**config.mk**
```make
export PLATFORM = sky130hd
export DESIGN_NAME = coffee_vend_ctrl
export DESIGN_NICKNAME = d
export VERILOG_FILES = /design/src/rtl/coffee_vend_ctrl.sv
export SDC_FILE = /design/constraint.sdc
export NUM_CORES = 1
export LEC_CHECK = 0
export BUFFER_PORTS_ARGS = -buffer_cell sky130_fd_sc_hd__buf_2
export CORE_MARGIN = 2
export CORE_UTILIZATION = 50
export DETAILED_ROUTE_END_ITERATION = 6
export GPL_TIMING_DRIVEN = 0
export PLACE_DENSITY = 0.82
export SLEW_MARGIN = 5
export SYNTH_ARGS = -nofsm -noshare
export SYNTH_HDL_FRONTEND = slang
export SYNTH_SLANG_ARGS = --single-unit
export TNS_END_PERCENT = 100
```
**constraint.sdc**
```tcl
create_clock -name clk -period 2.9 [get_ports clk]
set_input_delay 0.58 -clock clk [delete_from_list [all_inputs] [get_ports clk]]
set_output_delay 0.58 -clock clk [all_outputs]
set_load 0.005 [all_outputs]
```
**src/rtl/coffee_vend_ctrl.sv**
```systemverilog
// Coffee machine vending controller: coin credit, per-product prices, cancel
// with refund, timed one-hot brew strobe and change return, all outputs registered.
module coffee_vend_ctrl #(
    parameter int                         N_PROD      = 3,
    parameter int                         CREDIT_W    = 5,
    parameter logic [N_PROD*CREDIT_W-1:0] PRICES      = {5'd6, 5'd4, 5'd4},
    parameter int                         MAX_CREDIT  = 8,
    parameter int                         DISP_CYCLES = 3,
    parameter int                         SEL_W       = $clog2(N_PROD + 1)
) (
    input  logic                clk,
    input  logic                rst,
    input  logic                credit05,
    input  logic                credit10,
    input  logic [SEL_W-1:0]    coffee,
    input  logic                cancel,
    output logic [CREDIT_W-1:0] credit,
    output logic [N_PROD-1:0]   dispense,
    output logic                change05,
    output logic                coin_reject,
    output logic                busy,
    output logic [1:0]          current_state
);

    localparam int                CNT_W    = (DISP_CYCLES > 1) ? $clog2(DISP_CYCLES) : 1;
    localparam logic [CNT_W-1:0]  CNT_LAST = CNT_W'(DISP_CYCLES - 1);
    localparam logic [CREDIT_W:0] MAX_CR   = (CREDIT_W + 1)'(MAX_CREDIT);

    typedef enum logic [1:0] {
        S_IDLE     = 2'd0,
        S_CREDIT   = 2'd1,
        S_DISPENSE = 2'd2,
        S_CHANGE   = 2'd3
    } state_t;

    state_t              state, state_n;
    logic [CREDIT_W-1:0] credit_n;
    logic [N_PROD-1:0]   dispense_n;
    logic                change05_n;
    logic                coin_reject_n;
    logic                busy_n;
    logic [CNT_W-1:0]    disp_cnt, disp_cnt_n;

    logic [CREDIT_W-1:0] sel_price;
    logic [N_PROD-1:0]   sel_onehot;
    logic                sel_ok;
    logic                coin_any;
    logic [CREDIT_W:0]   coin_val;
    logic [CREDIT_W:0]   coin_sum;
    logic                coin_fits;

    // Selection decode; codes 0 and above N_PROD never match a product.
    always_comb begin
        sel_price  = '0;
        sel_onehot = '0;
        for (int i = 0; i < N_PROD; i++) begin
            if (coffee == SEL_W'(i + 1)) begin
                sel_price     = PRICES[i*CREDIT_W +: CREDIT_W];
                sel_onehot[i] = 1'b1;
            end
        end
        sel_ok = (sel_onehot != '0) && (credit >= sel_price);
    end

    // Coin value: credit10 wins when both coins arrive together.
    always_comb begin
        coin_any  = credit05 | credit10;
        coin_val  = credit10 ? (CREDIT_W + 1)'(2) : {{CREDIT_W{1'b0}}, credit05};
        coin_sum  = {1'b0, credit} + coin_val;
        coin_fits = (coin_sum <= MAX_CR);
    end

    always_comb begin
        state_n       = state;
        credit_n      = credit;
        dispense_n    = dispense;
        change05_n    = 1'b0;
        coin_reject_n = 1'b0;
        disp_cnt_n    = disp_cnt;

        case (state)
            S_IDLE, S_CREDIT: begin
                if (cancel && (credit != '0)) begin
                    state_n       = S_CHANGE;
                    change05_n    = 1'b1;
                    coin_reject_n = coin_any;
                end else if (sel_ok) begin
                    state_n       = S_DISPENSE;
                    credit_n      = credit - sel_price;
                    dispense_n    = sel_onehot;
                    disp_cnt_n    = CNT_LAST;
                    coin_reject_n = coin_any;
                end else begin
                    if (coin_any && coin_fits) begin
                        credit_n = coin_sum[CREDIT_W-1:0];
                    end
                    coin_reject_n = (credit05 && credit10) || (coin_any && !coin_fits);
                    state_n       = (credit_n != '0) ? S_CREDIT : S_IDLE;
                end
            end
            S_DISPENSE: begin
                coin_reject_n = coin_any;
                if (disp_cnt == '0) begin
                    dispense_n = '0;
                    if (credit != '0) begin
                        state_n    = S_CHANGE;
                        change05_n = 1'b1;
                    end else begin
                        state_n = S_IDLE;
                    end
                end else begin
                    disp_cnt_n = disp_cnt - CNT_W'(1);
                end
            end
            S_CHANGE: begin
                // Credit shows the units still owed, including the one ejected this cycle.
                coin_reject_n = coin_any;
                if (credit > CREDIT_W'(1)) begin
                    credit_n   = credit - CREDIT_W'(1);
                    change05_n = 1'b1;
                end else begin
                    credit_n = '0;
                    state_n  = S_IDLE;
                end
            end
            default: begin
                state_n    = S_IDLE;
                credit_n   = '0;
                dispense_n = '0;
            end
        endcase

        busy_n = (state_n == S_DISPENSE) || (state_n == S_CHANGE);
    end

    always_ff @(posedge clk) begin
        if (rst) begin
            state       <= S_IDLE;
            credit      <= '0;
            dispense    <= '0;
            change05    <= 1'b0;
            coin_reject <= 1'b0;
            busy        <= 1'b0;
            disp_cnt    <= '0;
        end else begin
            state       <= state_n;
            credit      <= credit_n;
            dispense    <= dispense_n;
            change05    <= change05_n;
            coin_reject <= coin_reject_n;
            busy        <= busy_n;
            disp_cnt    <= disp_cnt_n;
        end
    end

    assign current_state = state;

endmodule

```
==> results.yml, run 1 <==
status:
  status: "complete, no violations"
min_path:
  holdPathStages: 2
  hold_path_end: "dispense[1]"
  hp-start: "dispense[1]"
  min_path_type: "flop to flop"
synth:
  syn_area_um2: 1270
  ys.flop_type: "dfxtp_1"
  ys_ff_latch: 14
  postSynthCellCount: 159
  syn_area_per_cell_um2: 7.99
  synth_nets: 175
  synth_edf_count: 0
  synth_warnings: 0
  synthArstFlopShare_pct: 0
  ys_types: 51
  synth.yosys.seq_area_share_pct: 22.1
placement:
  io_buffers: 19
  place_congestion: 0.901
  hpwl_mm: 2.45
clock_network:
  htreeDepth: 1
  clkSlewWorstSetupHoldPaths_ns: 0.11
  clock_path_buffers: 2
  post-cts-setup-buffers: 0
  cts.sinks: 14
  cts_tree: "yes"
  insertion_delay_ns: 0.30
  clock-root-buffer: "clkbuf_4"
  cts_buffers: 3
route:
  drtIter0Drc: 39
  vias_per_cell: 6.28
  drc: 0
  first_pass_iters: 4
  met2_length_mm: 1.59
  drt-met1-wl_mm: 1.48
  postRouteWirelength_mm: 3.31
  top_layer: "met4"
  num_vias: 1325
  met3WireLength_um: 225
  wl_per_cell_um: 15.7
  ant_nets: 0
global_routing:
  grt_usage_pct: 24.4
  first_global_vias: 1164
  grt_max_degree: 11
  gr-total-overflow: 0
  antenna_found_initial: 0
  grt_pass1_wl_mm: 5.25
power_and_ir_drop:
  pwr-share-clk_pct: 9.3
  power_frac_seq_pct: 20.5
  power.switching_mw: 0.814
  p_int_mw: 0.816
  ir_worst_vdd_mv: 0.720
  p_per_area_nw_per_um2: 1120
  pwr-share-comb_pct: 70.1
  switching_share_pct: 49.9
  leakage_nw: 0.641
setup_path:
  r2r_start: "credit[1]"
  rr_worst_depth: 9
  critical_path_peak_fanout: 8
  end_kind: "flop"
  crit_type: "input port to flop"
  critPathRequiredTime_ns: 3.11
  r2r_slack_ns: 0.23
  worst_setup_path_start_kind: "input port"
  cp.arrival_ns: 2.94
  worstReg2RegEnd: "credit[0]"
layout:
  drive_gt1_share_pct: 21.5
  fill_cells: 245
  area_growth_pct: 15.1
  final_util_pct: 60.1
  diodes: 0
  nets: 198
sta:
  period_share_pct: 94.2
  timing.setup.tns_ns: 0
  worstMarginPinSlew_ns: 0.584
  maxSlewViolCount: 0
  max_slew_margin_pct: 60.7
  setup_viol: 0
  period_needed_ns: 2.73
  hold_viol: 0
  maxClockFrequency_mhz: 366
  finClkSkew_ns: 0.0128
  rsz0062_at_grt: "false"
floorplanning:
  die-width_um: 54.4
  core-area_um2: 2430
  die_area_um2: 2960
  rows: 18
  ios: 20
  start_util_pct: 52.2
  die_h_um: 54.4
flow_run:
  drv_cap: 0
[cell usage after synthesis, types with 3 or more instances]
cell      number  area, µm²
nor3_1         5       25.0
a21o_1         5       37.5
nand2b_1       3       18.8
dfxtp_1       14        280
or3_1          5       31.3
o21ai_0        7       35.0
ha_1           7       87.6
nor2b_1        6       37.5
and2_1         3       18.8
mux2i_1        3       30.0
nand3_1        4       20.0
nor2_1        14       52.6
inv_1         10       37.5
nand2_1       10       37.5
clkbuf_1       5       18.8
a211oi_1       7       52.6
a21oi_1        6       30.0
[layer usage]
layer,global-route usage [%],up-vias
met5,0,-
met4,5.42,0
met3,6.28,6
met2,38.8,53
met1,33.0,632
li1,-,634
[cell usage in the layout, fill, tap and decap left out, types with 6 or more instances in the layout]
cell / synthesis / layout
buf_2: 1 / 20
nor2_1: 14 / 14
dfxtp_1: 14 / 13
inv_1: 10 / 10
nand2_1: 10 / 10
o21ai_0: 7 / 7
a211oi_1: 7 / 7
ha_1: 7 / 7
nor2b_1: 6 / 6
a21oi_1: 6 / 6
[area by class of cell]
class / instances / area, µm² / area share (%)
multi-input combinational: 127 / 935 / 64.0
sequential: 14 / 282 / 19.3
timing repair buffer: 19 / 95.1 / 6.51
buffer: 7 / 38.8 / 2.65
inverter: 10 / 37.5 / 2.57
tap: 30 / 37.5 / 2.57
clock buffer: 4 / 36.3 / 2.48
[cell families (layout without fill, tap and decap cells)]
kind of cell	after synthesis	after routing	share of synthesized area (%)
and+or+nand+nor	62	62	26.2
AOI/OAI and AO/OA	51	51	31.6
buffers and inverters	18	40	6.31
DFF	14	14	22.1
adders and majority gates	9	9	10.0
muxes	3	3	2.36
xor gates and xnor gates	2	2	1.38
[worst max-delay path by stage]
stage               startpoint         to  depth (start not counted)
floorplan             credit05  credit[3]                          9
global placement      credit05  credit[3]                         10
detailed placement    credit05  credit[3]                         10
CTS                   credit05  credit[3]                         10
global route          credit05  credit[3]                         10
finish                credit05  credit[3]                         10
[worst max-delay path: stages]
cell and delay, ns:
buf_2 0.12, nor2b_1 0.15, ha_1 0.23, inv_1 0.09, fa_2 0.40, a211o_1 0.32, o22ai_4 0.26, o211ai_4 0.16
or3_1 0.37, a311oi_1 0.25
[state kept, by name, summed over array words and instances (netlist names)]
register / flops
busy: 1
credit: 5
change05: 1
disp_cnt: 2
coin_reject: 1
current_state: 1
dispense: 3
[through the flow]
step	cell area, µm²	hold slack [ns]	std cells	setup slack, ns	power (mW)
final	1460	0.510	211	0.169	1.63
after global routing	1460	0.524	211	0.0642	1.76
after CTS	1450	0.523	212	0.0396	1.59
after detailed placement	1400	0.500	208	-0.342	1.42
after global placement	1400	0.470	208	-0.264	1.39
after floorplan	1270	0.481	159	0.0833	1.15
[power groups by stage]
stage / clock network (mW) / registers [mW] / logic [mW]
floorplan: 0 / 0.328 / 0.823
global placement: 0 / 0.331 / 1.06
detailed placement: 0 / 0.337 / 1.09
CTS: 0.155 / 0.333 / 1.10
global route: 0.162 / 0.344 / 1.25
finish: 0.152 / 0.335 / 1.14
[what timing repair did]
action                                  in CTS  in global routing
endpoints found under the hold margin        0                  0
hold buffers                                 0                  0
gates resized for setup                      2                  3
pin swaps                                    0                  0
endpoints found under the setup margin       2                  3
No activity file was read; power rests on OpenSTA's default activity.
==> inputs of run 2 (changes only) <==
--- a/config.mk
+++ b/config.mk
@@ -8,8 +8,8 @@
 export BUFFER_PORTS_ARGS = -buffer_cell sky130_fd_sc_hd__buf_2
 export CORE_MARGIN = 2
-export CORE_UTILIZATION = 50
+export CORE_UTILIZATION = 51
 export DETAILED_ROUTE_END_ITERATION = 6
 export GPL_TIMING_DRIVEN = 0
-export PLACE_DENSITY = 0.82
+export PLACE_DENSITY = 0.83
 export SLEW_MARGIN = 5
 export SYNTH_ARGS = -nofsm -noshare
==> constraint.sdc (replaced) <==
create_clock -name clk -period 2.9 [get_ports clk]
set_input_delay 0.725 -clock clk [delete_from_list [all_inputs] [get_ports clk]]
set_output_delay 0.725 -clock clk [all_outputs]
set_load 0.005 [all_outputs]
==> run 2 against run 1 <==
Final area increased by 2.5%. Non-clock buffer count increased by 4. Register-to-register slack got worse by 0.11 ns.
==> results.yml, run 2 (synthesis gave the netlist of run 1 again) <==
clock_network:
  clock-root-buffer: "clkbuf_4"
  cts_tree: "yes"
  insertion_delay_ns: 0.29
  cts.sinks: 14
  postCtsHoldBufs: 0
  cts_buffers: 3
  clkSlewWorstSetupHoldPaths_ns: 0.10
  clock_path_buffers: 2
  htreeDepth: 1
layout:
  final_area_um2: 1500
  top_register: "credit"
  largest_reg_flops: 5
  diodes: 0
  layout_commonest_cell: "buf_2"
  final_cell_mix: "20 x buf_2, 14 x nor2_1, 14 x dfxtp_1"
  nets: 202
  drive_gt1_share_pct: 23.8
  reg_top3: "credit: 5 flops, dispense: 3 flops, disp_cnt: 2 flops"
  area_growth_pct: 17.9
route:
  wl_per_cell_um: 16.2
  ant_nets: 0
  num_vias: 1339
  drtIter0Drc: 42
  first_pass_iters: 4
  vias_per_cell: 6.23
  postRouteWirelength_mm: 3.49
  drc: 0
sta:
  timing.hold.ws_ns: 0.506
  max_slew_margin_pct: 63.3
  setup_viol: 0
  finClkSkew_ns: 0.00877
  maxClockFrequency_mhz: 355
  period_needed_ns: 2.82
  rsz0062_at_grt: "true"
  worstMarginPinSlew_ns: 0.545
  period_share_pct: 97.1
  maxSlewViolCount: 0
  hold_viol: 0
floorplanning:
  die-width_um: 53.9
  die_h_um: 53.9
  start_util_pct: 52.7
  die_area_um2: 2910
  ios: 20
  rows: 18
  core-area_um2: 2410
placement:
  io_buffers: 19
  hpwl_mm: 2.49
  place_congestion: 0.880
  placed_area_um2: 1410
setup_path:
  critical_path_peak_fanout: 6
  cp.arrival_ns: 3.01
  end_kind: "flop"
  crit_type: "input port to flop"
  r2r_start: "credit[0]"
  critPathRequiredTime_ns: 3.09
  worst_setup_path_start_kind: "input port"
  crit_path_start: "credit10"
flow_run:
  drv_cap: 0
global_routing:
  grt_pass1_wl_mm: 5.68
  grt_max_degree: 11
  antenna_found_initial: 0
  grt_usage_pct: 26.6
  first_global_vias: 1291
  gr-total-overflow: 0
power_and_ir_drop:
  leakage_nw: 0.657
  p_per_area_nw_per_um2: 1130
  ir_worst_vdd_mv: 0.683
min_path:
  hp-start: "dispense[2]"
  min_path_type: "flop to flop"
status:
  status: "complete, no violations"
-- run 2: through the flow --
stage,setup WS (ns),utilization (%),power [mW],TNS (ns),cells
global route,-0.0223,62.1,1.82,-0.0300,215
global placement,-0.374,58.5,1.40,-1.31,208
CTS,0.0271,60.6,1.62,0,211
floorplan,0.0101,-,1.16,0,159
detailed placement,-0.442,58.5,1.44,-2.14,208
finish,0.0846,62.1,1.69,0,215
-- run 2: per-layer routing --
metal / GRT usage, % / vias up / share of wire [%] / wire (µm)
met5: 0 / - / 0 / 0
met4: 19.2 / 0 / 3.6 / 127
met3: 3.61 / 15 / 7.6 / 267
met2: 45.3 / 73 / 49 / 1720
met1: 30.2 / 610 / 40 / 1380
li1: - / 641 / - / -
-- run 2: final timing paths --
check                              endpoint  slack, ns  cells past startpoint
worst max-delay path              credit[2]       0.08                     11
worst min-delay path            dispense[2]       0.51                      2
worst max register to register    credit[2]       0.12                      9
worst min register to register  dispense[2]       0.51                      2
-- run 2: cell type report --
type                            instances  area, µm²
Multi-Input combinational cell        127        942
Fill cell                             214        912
Sequential cell                        14        280
Timing Repair Buffer                   23        125
Buffer                                  7       38.8
Inverter                               10       37.5
Tap cell                               30       37.5
Clock buffer                            4       36.3
-- run 2: timing repair --
item,CTS,global route
setup buffers,0,4
pin swaps,0,3
setup endpoints to repair,3,3
gates cloned,0,0
resized for setup,3,2
-- run 2: critical path, stage by stage --
cell and delay [ns]:
buf_2 0.13, nor2b_1 0.13, ha_2 0.23, inv_1 0.06, fa_2 0.39, a211o_1 0.36
o22ai_4 0.23, buf_4 0.16, o2111a_1 0.18, o221ai_1 0.12, a32o_1 0.30
-- run 2: power by group --
group	leakage [nW]	total, mW	switching [mW]	internal (mW)
Combinational	0.520	1.20	0.689	0.509
Clock	0.0210	0.150	0.0731	0.0766
Sequential	0.116	0.338	0.0780	0.260
